$ cat src/rtl/block_order_pkg.sv
// Shared colour codes and legal block-order words for the block-order encoder and decoder.
package block_order_pkg;

  localparam logic [1:0] COL_NONE  = 2'b00;
  localparam logic [1:0] COL_RED   = 2'b01;
  localparam logic [1:0] COL_GREEN = 2'b10;
  localparam logic [1:0] COL_BLUE  = 2'b11;

  localparam int NUM_ORDERS = 6;

  // Position word is slot0 in [5:4], slot1 in [3:2], slot2 in [1:0].
  localparam logic [5:0] ORDER_WORD [NUM_ORDERS] = '{
    {COL_RED,   COL_GREEN, COL_BLUE},
    {COL_RED,   COL_BLUE,  COL_GREEN},
    {COL_GREEN, COL_RED,   COL_BLUE},
    {COL_BLUE,  COL_RED,   COL_GREEN},
    {COL_BLUE,  COL_GREEN, COL_RED},
    {COL_GREEN, COL_BLUE,  COL_RED}
  };

  localparam logic [2:0] ORDER_CODE [NUM_ORDERS] = '{
    3'd1, 3'd2, 3'd3, 3'd4, 3'd5, 3'd6
  };

  typedef enum logic [2:0] {
    ST_IDLE  = 3'd0,
    ST_SLOT0 = 3'd1,
    ST_SLOT1 = 3'd2,
    ST_SLOT2 = 3'd3,
    ST_CHECK = 3'd4
  } dec_state_t;

  // Returns {hit, code}; {0, 000} when the word is not a legal order.
  function automatic logic [3:0] match_order(input logic [5:0] word);
    logic [3:0] res;
    res = 4'b0000;
    for (int i = 0; i < NUM_ORDERS; i++) begin
      if (word == ORDER_WORD[i]) res = {1'b1, ORDER_CODE[i]};
    end
    return res;
  endfunction

endpackage

$ cat src/rtl/color_debounce.sv
// Turns the sampled colour stream into one accept pulse per physical block.
// DECODER_DEBOUNCE_EN adds a stability counter and re-arm latch; otherwise plain edge detection.
module color_debounce
  import block_order_pkg::*;
#(
  parameter int STABLE_CYCLES = 16
) (
  input  logic       clk,
  input  logic       reset,
  input  logic       color_valid,
  input  logic [1:0] color,
  output logic       accept,
  output logic [1:0] accepted_color
);

  if (STABLE_CYCLES < 1) begin : g_bad_stable
    $error("STABLE_CYCLES must be at least 1");
  end

  logic active;
  assign active         = color_valid && (color != COL_NONE);
  assign accepted_color = color;

`ifdef DECODER_DEBOUNCE_EN
  localparam int CW = $clog2(STABLE_CYCLES + 1);
  localparam logic [CW-1:0] CNT_LAST = CW'(STABLE_CYCLES - 1);
  localparam logic [CW-1:0] CNT_FULL = CW'(STABLE_CYCLES);

  logic [CW-1:0] stable_cnt;
  logic [CW-1:0] idle_cnt;
  logic [CW-1:0] run_len;
  logic [1:0]    last_color;
  logic          armed;

  // Run length of identical valid colour samples before this cycle.
  assign run_len = (stable_cnt != '0 && color == last_color) ? stable_cnt : '0;
  assign accept  = armed && active && (run_len == CNT_LAST);

  always_ff @(posedge clk or posedge reset) begin
    if (reset) begin
      stable_cnt <= '0;
      idle_cnt   <= '0;
      last_color <= COL_NONE;
      armed      <= 1'b1;
    end else if (active) begin
      last_color <= color;
      idle_cnt   <= '0;
      stable_cnt <= (run_len == CNT_FULL) ? run_len : run_len + 1'b1;
      if (accept) armed <= 1'b0;
    end else begin
      stable_cnt <= '0;
      if (!armed) begin
        if (idle_cnt == CNT_LAST) begin
          armed    <= 1'b1;
          idle_cnt <= '0;
        end else begin
          idle_cnt <= idle_cnt + 1'b1;
        end
      end
    end
  end
`else
  logic active_q;

  always_ff @(posedge clk or posedge reset) begin
    if (reset) active_q <= 1'b0;
    else       active_q <= active;
  end

  assign accept = active && !active_q;
`endif

endmodule

$ cat src/rtl/block_order_decoder.sv
// Captures three sensed block colours and decodes them into the 4-bit block-order code.
// Build option DECODER_DEBOUNCE_EN selects the debounced colour front end in color_debounce.
//
//  state    | meaning
//  IDLE     | waiting for start; outputs hold last result
//  SLOT0..2 | waiting for block n colour, timer running
//  CHECK    | result cycle: done high, start accepted
module block_order_decoder
  import block_order_pkg::*;
#(
  parameter int TIMEOUT_CYCLES = 50_000_000,
  parameter int STABLE_CYCLES  = 16
) (
  input  logic       clk,
  input  logic       reset,
  input  logic       start,
  input  logic       color_valid,
  input  logic [1:0] color,
  output logic [5:0] block_position,
  output logic [3:0] switches,
  output logic       busy,
  output logic       done,
  output logic       error
);

  localparam int TW = $clog2(TIMEOUT_CYCLES);
  localparam logic [TW-1:0] TIMER_LAST = TW'(TIMEOUT_CYCLES - 1);

  if (TIMEOUT_CYCLES < 2) begin : g_bad_timeout
    $error("TIMEOUT_CYCLES must be at least 2");
  end

  dec_state_t    state_q, state_d;
  logic [TW-1:0] timer_q, timer_d;
  logic [5:0]    pos_d;
  logic [3:0]    sw_d;
  logic          err_d, done_d;
  logic [3:0]    decoded;
  logic          accept;
  logic [1:0]    accepted_color;

  color_debounce #(
    .STABLE_CYCLES(STABLE_CYCLES)
  ) u_debounce (
    .clk           (clk),
    .reset         (reset),
    .color_valid   (color_valid),
    .color         (color),
    .accept        (accept),
    .accepted_color(accepted_color)
  );

  assign busy = (state_q == ST_SLOT0) || (state_q == ST_SLOT1) || (state_q == ST_SLOT2);

  always_ff @(posedge clk or posedge reset) begin
    if (reset) begin
      state_q        <= ST_IDLE;
      timer_q        <= '0;
      block_position <= 6'b000000;
      switches       <= 4'b0000;
      error          <= 1'b0;
      done           <= 1'b0;
    end else begin
      state_q        <= state_d;
      timer_q        <= timer_d;
      block_position <= pos_d;
      switches       <= sw_d;
      error          <= err_d;
      done           <= done_d;
    end
  end

  always_comb begin
    state_d = state_q;
    timer_d = timer_q;
    pos_d   = block_position;
    sw_d    = switches;
    err_d   = error;
    done_d  = 1'b0;
    decoded = 4'b0000;

    case (state_q)
      ST_IDLE, ST_CHECK: begin
        state_d = ST_IDLE;
        if (start) begin
          pos_d   = 6'b000000;
          sw_d    = 4'b0000;
          err_d   = 1'b0;
          timer_d = '0;
          state_d = ST_SLOT0;
        end
      end
      ST_SLOT0: if (accept) begin
        pos_d[5:4] = accepted_color;
        state_d    = ST_SLOT1;
      end
      ST_SLOT1: if (accept) begin
        pos_d[3:2] = accepted_color;
        state_d    = ST_SLOT2;
      end
      ST_SLOT2: if (accept) begin
        pos_d[1:0] = accepted_color;
        decoded    = match_order(pos_d);
        sw_d       = {1'b0, decoded[2:0]};
        err_d      = !decoded[3];
        done_d     = 1'b1;
        state_d    = ST_CHECK;
      end
      default: state_d = ST_IDLE;
    endcase

    // Per-block timeout; the timer saturates rather than wrapping.
    if (busy) begin
      if (accept) begin
        timer_d = '0;
      end else if (timer_q == TIMER_LAST) begin
        state_d = ST_IDLE;
        sw_d    = 4'b0000;
        err_d   = 1'b1;
        done_d  = 1'b1;
        timer_d = '0;
      end else if (timer_q != '1) begin
        timer_d = timer_q + 1'b1;
      end
    end
  end

endmodule
$ cat config.mk
export PLATFORM = sky130hd
export DESIGN_NAME = block_order_decoder
export DESIGN_NICKNAME = d
export VERILOG_FILES = /design/src/rtl/block_order_pkg.sv /design/src/rtl/color_debounce.sv /design/src/rtl/block_order_decoder.sv
export SDC_FILE = /design/constraint.sdc
export NUM_CORES = 1
export LEC_CHECK = 0
export CAP_MARGIN = 5
export CORE_MARGIN = 8
export CORE_UTILIZATION = 40
export DETAILED_ROUTE_END_ITERATION = 8
export PLACE_DENSITY = 0.57
export SLEW_MARGIN = 10
export SYNTH_ARGS = -nofsm -noshare
export SYNTH_HDL_FRONTEND = slang
export SYNTH_SLANG_ARGS = --single-unit
$ cat constraint.sdc
create_clock -name clk -period 2.7 [get_ports clk]
set_input_delay 0.405 -clock clk [delete_from_list [all_inputs] [get_ports clk]]
set_output_delay 0.405 -clock clk [all_outputs]
set_load 0.02 [all_outputs]
Word level (Yosys, flattened, before mapping)
Index checks and enable logic that the tools add are counted.

word-level totals
  register bits = 42
  input port bits = 6
  output and inout bits = 13
  word-level logic and storage cells = 85

operators by class
  add/sub/neg operators = 1
  equal/unequal tests = 16
  muxes and demuxes = 44
  reduce and logical (&&, ||, !) cells = 15

operator list
  kind                                                              count
  26-bit 2-to-1 mux                                                 6
  4-bit 2-to-1 mux                                                  13
  26-bit by 1-bit adder with 26-bit output (second input constant)  1
  26-bit == test (second input constant)                            1
  26-bit != test (second input constant)                            1
  6-bit == test (second input constant)                             4
  3-bit 2-to-1 mux                                                  6
  6-bit by 5-bit == test with 1-bit output (second input constant)  2
  2-bit case mux with 2 select lines                                3
  3-bit case mux with 4 select lines                                1
  1-bit 2-to-1 mux                                                  11
  3-bit AND reduction                                               3
  2-bit != test (second input constant)                             4
  4-bit case mux with 2 select lines                                1
  2-bit nonzero test                                                4
  3-bit by 2-bit == test with 1-bit output (second input constant)  2
  6-bit 2-to-1 mux                                                  1
  3-bit by 1-bit == test with 1-bit output (second input constant)  1
  3-bit == test (second input constant)                             1
  3-bit logical NOT                                                 1
  1-bit logical AND                                                 2
  1-bit logical NOT                                                 2
  1-bit logical OR                                                  2
  2-bit 2-to-1 mux                                                  1
  other kinds (2)                                                   2

Longest topological paths before layout
Gate-level depths: netlist (run 1).

  depth after elaboration = 15
  depth in mapped cells = 8
  gate-level depth less buffers = 7

Cells and area by module
From an unflattened synthesis (run 1), not the netlist that was laid out.

unflattened totals
  cells, all modules = 308
  area total of the unflattened synthesis = 2600.0 um^2

by module, submodules not included
  module               times used  cells each  area an instance (um^2)  sequential area each (um^2)
  block_order_decoder  1           302         2534.9                   1026.0
  color_debounce       1           6           65.1                     25.0

Worst setup path after synthesis (run 1)
OpenSTA, ideal clock, no wires.

  path kind = reg2reg
  start point = register timer_q[0]
  end point = register timer_q[0]
  setup time = 131 ps
  arrival time = 1924 ps
  required time = 2569 ps
  setup slack = 645 ps
  stages on the path, launching flop included = 9
  buffers on the path = 2
  clock period less this slack = 2055 ps
  cells stage by stage = dfrtp_1 > ha_1 > nand3_1 > clkbuf_1 > nor4_2 > nand2_1 > clkbuf_1 > a21oi_1 > a31oi_1

on the way
  longest elaborated chain between the ends = 6
  elaborated cells on any way between the ends = 9
  those cells by class = add/sub (1); eq/ne (2); mux (6)

ends and longest elaborated chain
  item                                                                              line                        RTL
  from (decl)                                                                       block_order_decoder.sv:34   logic [TW-1:0] timer_q, timer_d;
  from (signal assigned)                                                            block_order_decoder.sv:65   timer_q <= timer_d;
  branches (longest 5 deep; another with 26-bit by 1-bit adder with 26-bit output)  n/a
  26-bit 2-to-1 mux *                                                               block_order_decoder.sv:113  if (busy) begin
  net timer_d[0]                                                                    block_order_decoder.sv:34

Mark *: on every way through the listed nets, which the timed path passes.
A chain may end at the register's enable or synchronous reset.

Final worst setup path (run 1)
  start point = register timer_q[0]
  end point = register timer_q[7]

on the way
  longest elaborated chain between the ends = 5
  elaborated cells on any way between the ends = 7
  those cells by class = add/sub (1); eq/ne (2); mux (4)

ends and longest elaborated chain
  item                                                                               line                                                    RTL
  26-bit by 1-bit adder with 26-bit output / 26-bit != test (equally long branches)  block_order_decoder.sv:123, block_order_decoder.sv:122
  26-bit 2-to-1 mux                                                                  block_order_decoder.sv:122                              end else if (timer_q != '1) begin
  26-bit 2-to-1 mux *                                                                block_order_decoder.sv:116                              end else if (timer_q == TIMER_LAST) begin
  26-bit 2-to-1 mux *                                                                block_order_decoder.sv:114                              if (accept) begin
  26-bit 2-to-1 mux *                                                                block_order_decoder.sv:113
  net timer_d[7]                                                                     block_order_decoder.sv:34

The timed path passes the listed nets; every way through them passes the cells marked *.

==> results of run 1 <==
-- layout make-up --
| type | instances | area share (%) |
|---|---|---|
| clock inverter | 2 | 0.408 |
| sequential | 42 | 34.3 |
| clock buffer | 6 | 2.69 |
| multi-input combinational | 242 | 47.8 |
| tap | 77 | 3.14 |
| inverter | 10 | 1.22 |
| timing repair buffer | 35 | 10.4 |
-- sequential cells by signal, indices dropped and copies added (netlist names) --
register and count:
state_q 3, block_position 6, timer_q 26, switches 4, done 1, u_debounce.active_q 1, error 1
-- where the power goes --
part	internal [mW]	leakage (nW)	switching (mW)	total, mW
combinational	0.383	0.650	0.525	0.908
sequential	0.713	0.572	0.139	0.852
clock	0.206	0.0472	0.228	0.434
-- worst reg2reg max path, delay by kind of cell, from the launching register on --
family	cells	cell delay, ps
AND/OR/NAND/NOR	2	760
AO/OA/AOI/OAI	3	620
flip-flops	1	420
buffers and inverters	1	250
adder cells (fa/ha/maj)	1	220
-- routing by layer --
| metal | vias to the layer above | share of wire (%) |
|---|---|---|
| met5 | - | 0 |
| met4 | 0 | 1.6 |
| met3 | 9 | 5.6 |
| met2 | 62 | 45 |
| met1 | 1196 | 47 |
| li1 | 1237 | - |
-- cell usage in the layout, fill, tap and decap left out, drive strengths merged, types with 8 or more instances in the layout --
cell,n
a21oi,10
a22o,8
buf,17
clkdlybuf4s50,18
dfrtp,42
inv,10
nand2,36
nand3,21
nand4,17
nor2,20
o21ai,34
-- cell families after synthesis --
family | after synthesis
AO/OA/AOI/OAI | 94
XOR/XNOR | 2
adder cells (fa/ha/maj) | 1
buffers and inverters | 31
flip-flops | 42
multiplexers | 1
AND/OR/NAND/NOR | 144
-- worst max path at each step --
stage               startpoint         end  slack [ps]  cells past startpoint
floorplan           timer_q[0]  timer_q[0]         650                      8
global placement         start  timer_q[9]         320                      7
detailed placement       start  timer_q[9]         300                      7
CTS                 timer_q[0]  timer_q[7]         320                      7
global route        timer_q[0]  timer_q[7]         150                      7
finish              timer_q[0]  timer_q[7]         320                      7
-- per-stage QoR --
stage	util (%)	hold slack (ps)	cells	total power [mW]
detailed placement	46.5	458	406	1.77
floorplan	-	465	315	1.43
global route	48.0	472	414	2.35
global placement	46.5	450	406	1.77
CTS	48.0	455	414	2.21
finish	48.0	435	414	2.19
==> results.toml, run 1 <==
[die]
start_util_pct = 41.5
die_x_um = 97.4
rows = 29
coreArea_mm2 = 0.00639
die_y_um = 97.4
dieArea_mm2 = 0.00948
io_pins = 19

[sta]
fin_setup_tns_ps = 0
maxSlewViolCount = 0
slew_headroom_pct = 59.1
skew_ps = 10.6
max_slew.worst_pin.slew_ps = 613
setup_slack_ps = 322
min_period_ps = 2380
period_share_pct = 88.1
hold_viol_final = 0
setup_viol = 0
fmax_mhz = 421
rsz0062_at_grt = "false"

[global_route]
grt_max_degree = 23
met2_usage_pct = 23.1
use_met3_pct = 3.34
grt_usage_pct = 15.1
grt_antenna_before_repair = 0
grt_pass1_wl_mm = 12.1
met1_usage_pct = 20.2
grt_pass1_vias = 2374
grt_overflow = 0
top_usage_layer = "met2"

[detailed_routing]
viasPerCell = 6.05
routedWlPerCell_um = 17.0
num_vias = 2504
ant_nets = 0
dr.pass1.iters = 4
drt-initial-drc-count = 145
route.detailed.drc = 0
drt-total-wl_mm = 7.04

[clock_tree]
htreeDepth = 2
post_cts_buffers = 0
clkLatencyLatePin_ps = 300
cts_buffers = 5
hold_buffers = 0
path_clk_slew_ps = 90
cts_resized = 0
clkSinkCount = 42
cts_root_buffer = "clkbuf_8"
cts_tree = "built"
cts_buffer_depth = 2

[place]
post_dp_cell_area_mm2 = 0.00297
port_buffers = 18
dp_hpwl_mm = 5.15
pre_cts_ws_ps = 305
gp_congestion = 0.857

[critical_path]
worst_path_max_delay_cell = "or4_1"
rr_startpoint = "timer_q[0]"
required_ps = 2890
cpPeakStageDelay_ps = 570
path_max_fanout = 9
timing.rr.end = "timer_q[7]"
crit_type = "reg -> reg"
arrival_ps = 2560
cp_top_family = "simple AND/OR/NAND/NOR gates"
reg2reg_depth = 7
path_cells = "ha_1, nand3_1, or4_1, o21bai_1, buf_4, o21ai_0, a22o_1"
end_kind = "flop"
critPathBufInv = 1
cp-start-kind = "flop"
rrSetupSlack_ps = 320

[yosys]
synth_top_family_by_area = "simple AND/OR/NAND/NOR gates"
synth_top_cell_area_share_pct = 39.7
synthMuxAreaShare_pct = 0.378
syn_nets = 322
synthArstFlopShare_pct = 100
synth-compound-area-share_pct = 23.3
synthAdderAreaFrac_pct = 0.473
ys_ff_latch = 42
syn_avg_cell_area_um2 = 8.40
synth-simple-area-share_pct = 30.6
synthTopCellsByArea = "dfrtp_1 (40%), nand2_1 (5.1%), o21ai_0 (4.5%), nand3_1 (4.0%), nand4_1 (3.8%)"
ys_types = 59
yosys_warnings = 0
ys.flop_type = "dfrtp_1"
synth_top_area_cell = "dfrtp_1"
synth_common_cells = "dfrtp_1 (42), nand2_1 (36), o21ai_0 (24)"
syn-cell-area_mm2 = 0.00265
netlist_instances = 315
synth-edff-count = 0
synth_most_common_cell = "dfrtp_1"
yosys.area_share.xor_xnor_pct = 0.662
yosysSeqAreaShare_pct = 39.7

[power_and_ir_drop]
vdd_drop_max_mv = 0.427
powerDensity_mw_per_mm2 = 715
p_leak_nw = 1.27

[finish]
fillers = 615
seq_area_mm2 = 0.00105
diodes = 0
multi_input_area_mm2 = 0.00147
fin_nets = 343
drive_gt1_share_pct = 10.1
area_growth_pct = 15.8
finalInstanceArea_mm2 = 0.00307

[status]
status = "complete, no violations"

[flow_run]
cap_violations = 0

[min_path]
holdCritPathClass = "in -> async"
Note: power is estimated with default switching activity, not from simulation.
==> run 2: changes to the inputs <==
--- a/config.mk
+++ b/config.mk
@@ -10,6 +10,7 @@
 export CORE_UTILIZATION = 40
 export DETAILED_ROUTE_END_ITERATION = 8
 export PLACE_DENSITY = 0.57
+export SKIP_LAST_GASP = 1
 export SLEW_MARGIN = 10
 export SYNTH_ARGS = -nofsm -noshare
 export SYNTH_HDL_FRONTEND = slang
==> results of run 2 <==
Final layout, timing and power as in run 1 (identical DEF).
